**config.mk**
```make
export PLATFORM = sky130hd
export DESIGN_NAME = tmr_vote_ctrl_flat
export DESIGN_NICKNAME = d
export VERILOG_FILES = /design/src/rtl/tmr_vote_pkg.sv /design/src/rtl/tmr_vote_ctrl_if.sv /design/src/rtl/tmr_vote_ctrl_maj3.sv /design/src/rtl/tmr_vote_ctrl.sv /design/src/flat_wrapper.sv
export SDC_FILE = /design/constraint.sdc
export NUM_CORES = 1
export LEC_CHECK = 0
export CORE_ASPECT_RATIO = 1.1
export CORE_MARGIN = 1
export CORE_UTILIZATION = 40
export DETAILED_ROUTE_END_ITERATION = 8
export PLACE_DENSITY_LB_ADDON = 0.15
export SETUP_SLACK_MARGIN = 0.1
export SKIP_LAST_GASP = 1
export SLEW_MARGIN = 20
export SYNTH_ARGS = -nofsm -noshare
export SYNTH_HDL_FRONTEND = slang
export SYNTH_SLANG_ARGS = --single-unit
```
**constraint.sdc**
```tcl
create_clock -name CP -period 3.1 [get_ports CP]
set_input_delay 0.93 -clock CP [delete_from_list [all_inputs] [get_ports CP]]
set_output_delay 0.93 -clock CP [all_outputs]
set_load 0.005 [all_outputs]
```
**src/rtl/tmr_vote_pkg.sv**
```systemverilog
// tmr_vote_pkg: shared constants, FSM states and helper functions for the TMR voter.
package tmr_vote_pkg;
    localparam int NCH = 3;
    typedef enum logic {COLLECT, OUTPUT} state_t;
    function automatic logic [1:0] popcount3(input logic [2:0] v);
        return {1'b0, v[0]} + {1'b0, v[1]} + {1'b0, v[2]};
    endfunction
    // lowest equal pair: 0=(0,1) 1=(0,2) 2=(1,2) 3=no pair agrees
    function automatic logic [1:0] pair_eq(input logic eq01, input logic eq02, input logic eq12);
        return eq01 ? 2'd0 : eq02 ? 2'd1 : eq12 ? 2'd2 : 2'd3;
    endfunction
endpackage

```
**src/rtl/tmr_vote_ctrl_if.sv**
```systemverilog
// tmr_vote_ctrl_if: three producer handshakes plus the voted-result handshake.
interface tmr_vote_ctrl_if #(parameter int WIDTH = 8);
    logic [2:0]         ch_valid;
    logic [3*WIDTH-1:0] ch_data;
    logic [2:0]         ch_ready;
    logic               out_valid;
    logic               out_ready;
    logic [WIDTH-1:0]   out_data;
    logic [2:0]         out_mismatch;
    logic               out_degraded;
    logic               out_fail;
    modport master(output ch_valid, ch_data, out_ready,
                   input ch_ready, out_valid, out_data, out_mismatch, out_degraded, out_fail);
    modport slave(input ch_valid, ch_data, out_ready,
                  output ch_ready, out_valid, out_data, out_mismatch, out_degraded, out_fail);
endinterface

```
**src/rtl/tmr_vote_ctrl_maj3.sv**
```systemverilog
// maj3_vec: combinational bitwise 2-of-3 majority.
module maj3_vec #(parameter int WIDTH = 8) (
    input  logic [WIDTH-1:0] i_a,
    input  logic [WIDTH-1:0] i_b,
    input  logic [WIDTH-1:0] i_c,
    output logic [WIDTH-1:0] o_y
);
    assign o_y = (i_a & i_b) | (i_a & i_c) | (i_b & i_c);
endmodule

```
**src/rtl/tmr_vote_ctrl.sv**
```systemverilog
// tmr_vote_ctrl: collects three redundant words, votes them and tracks faulty channels.
// Optional TMR_VOTE_STATS_EN adds saturating per-channel mismatch totals on mis_cnt.
module tmr_vote_ctrl
    import tmr_vote_pkg::*;
#(
    parameter int WIDTH        = 8,
    parameter int TIMEOUT      = 16,
    parameter int FAULT_THRESH = 3
`ifdef TMR_VOTE_STATS_EN
    , parameter int CNT_W      = 8
`endif
) (
    input  logic           CP,
    input  logic           CD,
    tmr_vote_ctrl_if.slave bus,
    input  logic           clr_fault,
    output logic [2:0]     fault
`ifdef TMR_VOTE_STATS_EN
    , output logic [3*CNT_W-1:0] mis_cnt
`endif
);
    localparam int TW = $clog2(TIMEOUT + 2);
    localparam int CW = $clog2(FAULT_THRESH + 1);

    state_t           r_state, w_state_nx;
    logic [2:0]       r_cap, w_cap, w_take, w_mis;
    logic [WIDTH-1:0] r_d [NCH];
    logic [WIDTH-1:0] w_d [NCH];
    logic [TW-1:0]    r_timer;
    logic [1:0]       w_n;
    logic             w_go, w_acc, w_fail, w_deg;
    logic [WIDTH-1:0] w_maj, w_low, w_vote;
    logic             r_out_valid, r_out_deg, r_out_fail;
    logic [WIDTH-1:0] r_out_data;
    logic [2:0]       r_out_mis, r_fault;
    logic [CW-1:0]    r_cc [NCH];

    // ready is gated by CD so every output reads 0 while reset is held
    assign bus.ch_ready = (CD && r_state == COLLECT) ? ~r_cap : 3'b000;
    assign w_take       = bus.ch_valid & bus.ch_ready;
    assign w_cap        = r_cap | w_take;
    assign w_n          = popcount3(w_cap);
    assign w_go         = r_state == COLLECT && (w_n == 2'd3 || (r_timer == TW'(TIMEOUT) && w_cap != 3'b000));
    assign w_acc        = r_state == OUTPUT && bus.out_ready;

    for (genvar i = 0; i < NCH; i++) begin : g_ch
        assign w_d[i]   = w_take[i] ? bus.ch_data[i*WIDTH +: WIDTH] : r_d[i];
        assign w_mis[i] = ~w_cap[i] | (w_d[i] != w_vote);
    end

    maj3_vec #(.WIDTH(WIDTH)) u_maj (.i_a(w_d[0]), .i_b(w_d[1]), .i_c(w_d[2]), .o_y(w_maj));

    // partial votes report the lowest captured word whether or not a pair agrees
    assign w_low  = w_cap[0] ? w_d[0] : w_cap[1] ? w_d[1] : w_d[2];
    assign w_vote = w_n == 2'd3 ? w_maj : w_low;
    assign w_deg  = w_n != 2'd3;
    assign w_fail = pair_eq(w_cap[0] & w_cap[1] & (w_d[0] == w_d[1]),
                            w_cap[0] & w_cap[2] & (w_d[0] == w_d[2]),
                            w_cap[1] & w_cap[2] & (w_d[1] == w_d[2])) == 2'd3;

    always_ff @(posedge CP or negedge CD)
        if (!CD) r_state <= COLLECT;
        else     r_state <= w_state_nx;

    always_comb w_state_nx = w_go ? OUTPUT : w_acc ? COLLECT : r_state;

    always_ff @(posedge CP or negedge CD) begin
        if (!CD) begin
            r_cap   <= 3'b000;
            r_timer <= '0;
            r_d     <= '{default: '0};
        end else if (w_acc) begin
            r_cap   <= 3'b000;
            r_timer <= '0;
        end else if (r_state == COLLECT) begin
            r_cap   <= w_cap;
            r_d     <= w_d;
            if (w_cap != 3'b000) r_timer <= r_timer + 1'b1;
        end
    end

    always_ff @(posedge CP or negedge CD) begin
        if (!CD) begin
            r_out_valid <= 1'b0;
            r_out_data  <= '0;
            r_out_mis   <= 3'b000;
            r_out_deg   <= 1'b0;
            r_out_fail  <= 1'b0;
        end else if (w_go) begin
            r_out_valid <= 1'b1;
            r_out_data  <= w_vote;
            r_out_mis   <= w_mis;
            r_out_deg   <= w_deg;
            r_out_fail  <= w_fail;
        end else if (w_acc) begin
            r_out_valid <= 1'b0;
        end
    end

    assign bus.out_valid    = r_out_valid;
    assign bus.out_data     = r_out_data;
    assign bus.out_mismatch = r_out_mis;
    assign bus.out_degraded = r_out_deg;
    assign bus.out_fail     = r_out_fail;

    always_ff @(posedge CP or negedge CD) begin
        if (!CD) begin
            r_cc    <= '{default: '0};
            r_fault <= 3'b000;
        end else if (clr_fault) begin
            r_cc    <= '{default: '0};
            r_fault <= 3'b000;
        end else if (w_acc) begin
            for (int i = 0; i < NCH; i++) begin
                r_cc[i] <= !r_out_mis[i] ? '0 : (r_cc[i] == CW'(FAULT_THRESH)) ? r_cc[i] : r_cc[i] + 1'b1;
                if (r_out_mis[i] && r_cc[i] >= CW'(FAULT_THRESH - 1)) r_fault[i] <= 1'b1;
            end
        end
    end

    assign fault = r_fault;

`ifdef TMR_VOTE_STATS_EN
    logic [CNT_W-1:0] r_cnt [NCH];

    always_ff @(posedge CP or negedge CD) begin
        if (!CD) begin
            r_cnt <= '{default: '0};
        end else if (w_acc) begin
            for (int i = 0; i < NCH; i++)
                if (r_out_mis[i] && r_cnt[i] != '1) r_cnt[i] <= r_cnt[i] + 1'b1;
        end
    end

    assign mis_cnt = {r_cnt[2], r_cnt[1], r_cnt[0]};
`endif
endmodule

```
**src/flat_wrapper.sv**
```systemverilog
// flat-port wrapper written by rule: the top's interface ports become plain ports
module tmr_vote_ctrl_flat import tmr_vote_pkg::*;
#(
    parameter int WIDTH        = 8,
    parameter int TIMEOUT      = 16,
    parameter int FAULT_THRESH = 3

)
  (CP, CD, clr_fault, fault, bus_ch_valid, bus_ch_data, bus_out_ready, bus_ch_ready, bus_out_valid, bus_out_data, bus_out_mismatch, bus_out_degraded, bus_out_fail);
  tmr_vote_ctrl_if #(.WIDTH(WIDTH)) bus_i ();
  input  logic CP;
  input  logic CD;
  input  logic clr_fault;
  output logic [2:0] fault;
  input wire logic [$bits(bus_i.ch_valid)-1:0] bus_ch_valid;
  input wire logic [$bits(bus_i.ch_data)-1:0] bus_ch_data;
  input wire logic [$bits(bus_i.out_ready)-1:0] bus_out_ready;
  output wire logic [$bits(bus_i.ch_ready)-1:0] bus_ch_ready;
  output wire logic [$bits(bus_i.out_valid)-1:0] bus_out_valid;
  output wire logic [$bits(bus_i.out_data)-1:0] bus_out_data;
  output wire logic [$bits(bus_i.out_mismatch)-1:0] bus_out_mismatch;
  output wire logic [$bits(bus_i.out_degraded)-1:0] bus_out_degraded;
  output wire logic [$bits(bus_i.out_fail)-1:0] bus_out_fail;
  assign bus_i.ch_valid = bus_ch_valid;
  assign bus_i.ch_data = bus_ch_data;
  assign bus_i.out_ready = bus_out_ready;
  assign bus_ch_ready = bus_i.ch_ready;
  assign bus_out_valid = bus_i.out_valid;
  assign bus_out_data = bus_i.out_data;
  assign bus_out_mismatch = bus_i.out_mismatch;
  assign bus_out_degraded = bus_i.out_degraded;
  assign bus_out_fail = bus_i.out_fail;
  tmr_vote_ctrl #(.WIDTH(WIDTH), .TIMEOUT(TIMEOUT), .FAULT_THRESH(FAULT_THRESH)) u_core (.CP(CP), .CD(CD), .bus(bus_i), .clr_fault(clr_fault), .fault(fault));
endmodule
```
==> metrics.cfg <==
[status]
outcome = complete, but fails checks
violations = negative setup slack

[finish]
antenna_cells = 0
area_delta_synth_final_pct = 69.6
drive_gt1_frac = 0.469
layout_common_cells = 157 x buf_4, 55 x dfrtp_1, 43 x clkdlybuf4s50_1
final_common_cell = buf_4
nNetsFinal = 765

[synthesis]
syn_area_sq_um = 4340
synth_cell_types = 67
yosysSeqAreaShare = 0.317
syn_nets = 545
synth_seq_cells = 55
synth-main-ff-cell = dfrtp_1
synth_cells = 481
synth_warnings = 0
avgSynthCellArea_sq_um = 9.02
async_flop_share = 1.00
synth-edff-count = 0

[drt]
wl_met3_um = 809
wl_met2_um = 8700
met1_length_um = 7450
drc = 0
via_per_inst = 5.77
firstDrtPassIters = 5
top_layer = met4
dr_total_vias = 4878
antenna_left = 0
drt-total-wl_um = 17600
wire_per_inst_um = 20.8
drt_iter0_markers = 262

[sta]
hold_viol = 0
setup_violations = 5
finalClockSkew_ps = 6.68
drv_slew = 0
whs_ps = 400
tightest_slew_ps = 682
final.setup.worst_slack_ps = -348
max_freq_ghz = 0.290
slew_headroom = 0.545
layout_min_cycle_time_ps = 3450
rsz0062_at_grt = true
period_share = 1.11

[floorplan]
io-pin-count = 51
coreArea_sq_um = 10500
initial_utilization = 0.414
die_y_um = 111
die_area_sq_um = 11300
die_w_um = 101
rows = 39

[setup_path]
slowest_stage = or3_4
startpoint_type = input pin
path_cells = buf_12 > nor4bb_4 > buf_4 > buf_6 > mux2_4 > ha_4 > or3_4 > o31ai_4 > a31oi_1 > nand4b_1 > a2111oi_4 > buf_4 > a32oi_1
crit_path_max_incr_delay_ps = 400
cp.required_ps = 3260
crit_fanout = 5
crit_type = in2reg
cp_top_family = simple AND/OR/NAND/NOR gates
end_kind = flop
path_common_cell = buf_4
arrival_ps = 3610
cp.buffers_inverters = 4

[clock_tree]
insertion_delay_ps = 300
cts_buffers = 5
htree_levels = 2
ctsLongestPathBuffers = 2
clock_sinks = 55
cts_tree = yes
cts_root_buf = clkbuf_16
clk_pin_slew_ps = 70

[grt]
grt_use_total = 0.315
grt_pass1_wl_um = 26400
antenna_found_initial = 0
grt_overflow = 0
grt_max_degree = 31
grt_pass1_vias = 4894

[placed_design]
dp_hpwl_um = 13300
place.gp.congestion = 0.995
dpl_worst_slack_ps = -1310
numPortBuffers = 50

[worst_hold_path]
hold_path_class = in2async

[job]
cap_violations = 0

## per-stage QoR
stage / instances / instance area (sq um) / TNS (ps) / utilization
6_report: 845 / 7360 / -838 / 0.701
3_3_place_gp: 791 / 6100 / -14430 / 0.582
3_5_place_dp: 791 / 6100 / -13350 / 0.582
4_1_cts: 835 / 7090 / -726 / 0.676
2_1_floorplan: 481 / 4440 / -5190 / -
5_1_grt: 845 / 7360 / -1420 / 0.701
## final timing paths
kind	from	end	slack [ps]	depth (start not counted)
worst max-delay path	CD	u_core.bus.out_mismatch[2]	-350	13
worst min-delay path	CD	u_core.r_timer[2]	400	1
worst max register to register	u_core.r_state	u_core.bus.out_mismatch[2]	-220	13
worst min register to register	u_core.bus.out_data[1]	u_core.bus.out_data[1]	490	2
max in group asynchronous	CD	u_core.bus.out_data[5]	2060	3
min in group CP	u_core.bus.out_data[1]	u_core.bus.out_data[1]	490	2
## synth_stat cells, types with 4 or more instances
cell type,number,share of area
a31oi_1,10,0.014
buf_2,10,0.012
a22o_1,6,0.012
a211oi_1,9,0.016
a2111oi_0,4,0.0081
inv_1,34,0.029
nand2b_1,4,0.0058
nor4_1,13,0.019
a22oi_1,7,0.012
a2bb2oi_1,7,0.014
nor2_1,36,0.031
nor4bb_1,4,0.0092
mux2i_1,8,0.018
or3_1,4,0.0058
a221oi_1,4,0.0081
xor2_1,4,0.0081
o31ai_1,5,0.0086
o22ai_1,5,0.0072
nor3_1,24,0.028
ha_1,33,0.095
xnor2_1,5,0.010
clkbuf_1,8,0.0069
and3_1,4,0.0058
o211ai_1,6,0.010
a21oi_1,23,0.027
o21ai_0,20,0.023
mux2_2,35,0.091
nand2_1,28,0.024
dfrtp_1,55,0.32
nand3_1,7,0.0081
## cells by family after synthesis
| family | share of synthesized area |
|---|---|
| muxes | 0.116 |
| AOI/OAI and AO/OA | 0.213 |
| xor gates and xnor gates | 0.0182 |
| DFF | 0.317 |
| buffers and inverters | 0.0574 |
| adders and majority gates | 0.0951 |
| and+or+nand+nor | 0.183 |
## what timing repair did
| action | in CTS | in global routing |
|---|---|---|
| setup buffers | 36 | 13 |
| setup endpoints to repair | 17 | 11 |
| pin swaps | 43 | 18 |
| resized for setup | 130 | 43 |
| gates cloned | 1 | 0 |
| hold buffers | 0 | 0 |
## layer usage
metal,GRT usage,vias to the layer above
met2,0.538,179
met1,0.399,2416
met5,0,-
met4,0.120,0
met3,0.0385,35
li1,-,2248
## layout make-up
type                       count  area [sq um]
multi-input combinational    368          3430
fill                         852          3130
timing repair buffer         237          2100
clock buffer                   6           129
tap                          143           179
inverter                      34           133
clock inverter                 2          12.5
sequential                    55          1380
## registers in the layout, summed over array words and instances, names as in the netlist
register                 flops
u_core.r_d                  24
u_core.bus.out_data          8
u_core.r_cc                  6
u_core.r_timer               5
u_core.bus.out_mismatch      3
u_core.fault                 3
u_core.r_cap                 3
u_core.bus.out_degraded      1
u_core.bus.out_fail          1
u_core.r_state               1
## worst reg2reg max path, delay by kind of cell, from the launching register on
| family | cells | cell delay, ps |
|---|---|---|
| buffers and inverters | 4 | 640 |
| adder cells (fa/ha/maj) | 1 | 190 |
| AO/OA/AOI/OAI | 4 | 600 |
| flip-flops | 1 | 460 |
| AND/OR/NAND/NOR | 3 | 970 |
| multiplexers | 1 | 330 |
Power is not shown: default switching activity piles up to over one toggle a cycle in this logic, so the estimate is an artifact.
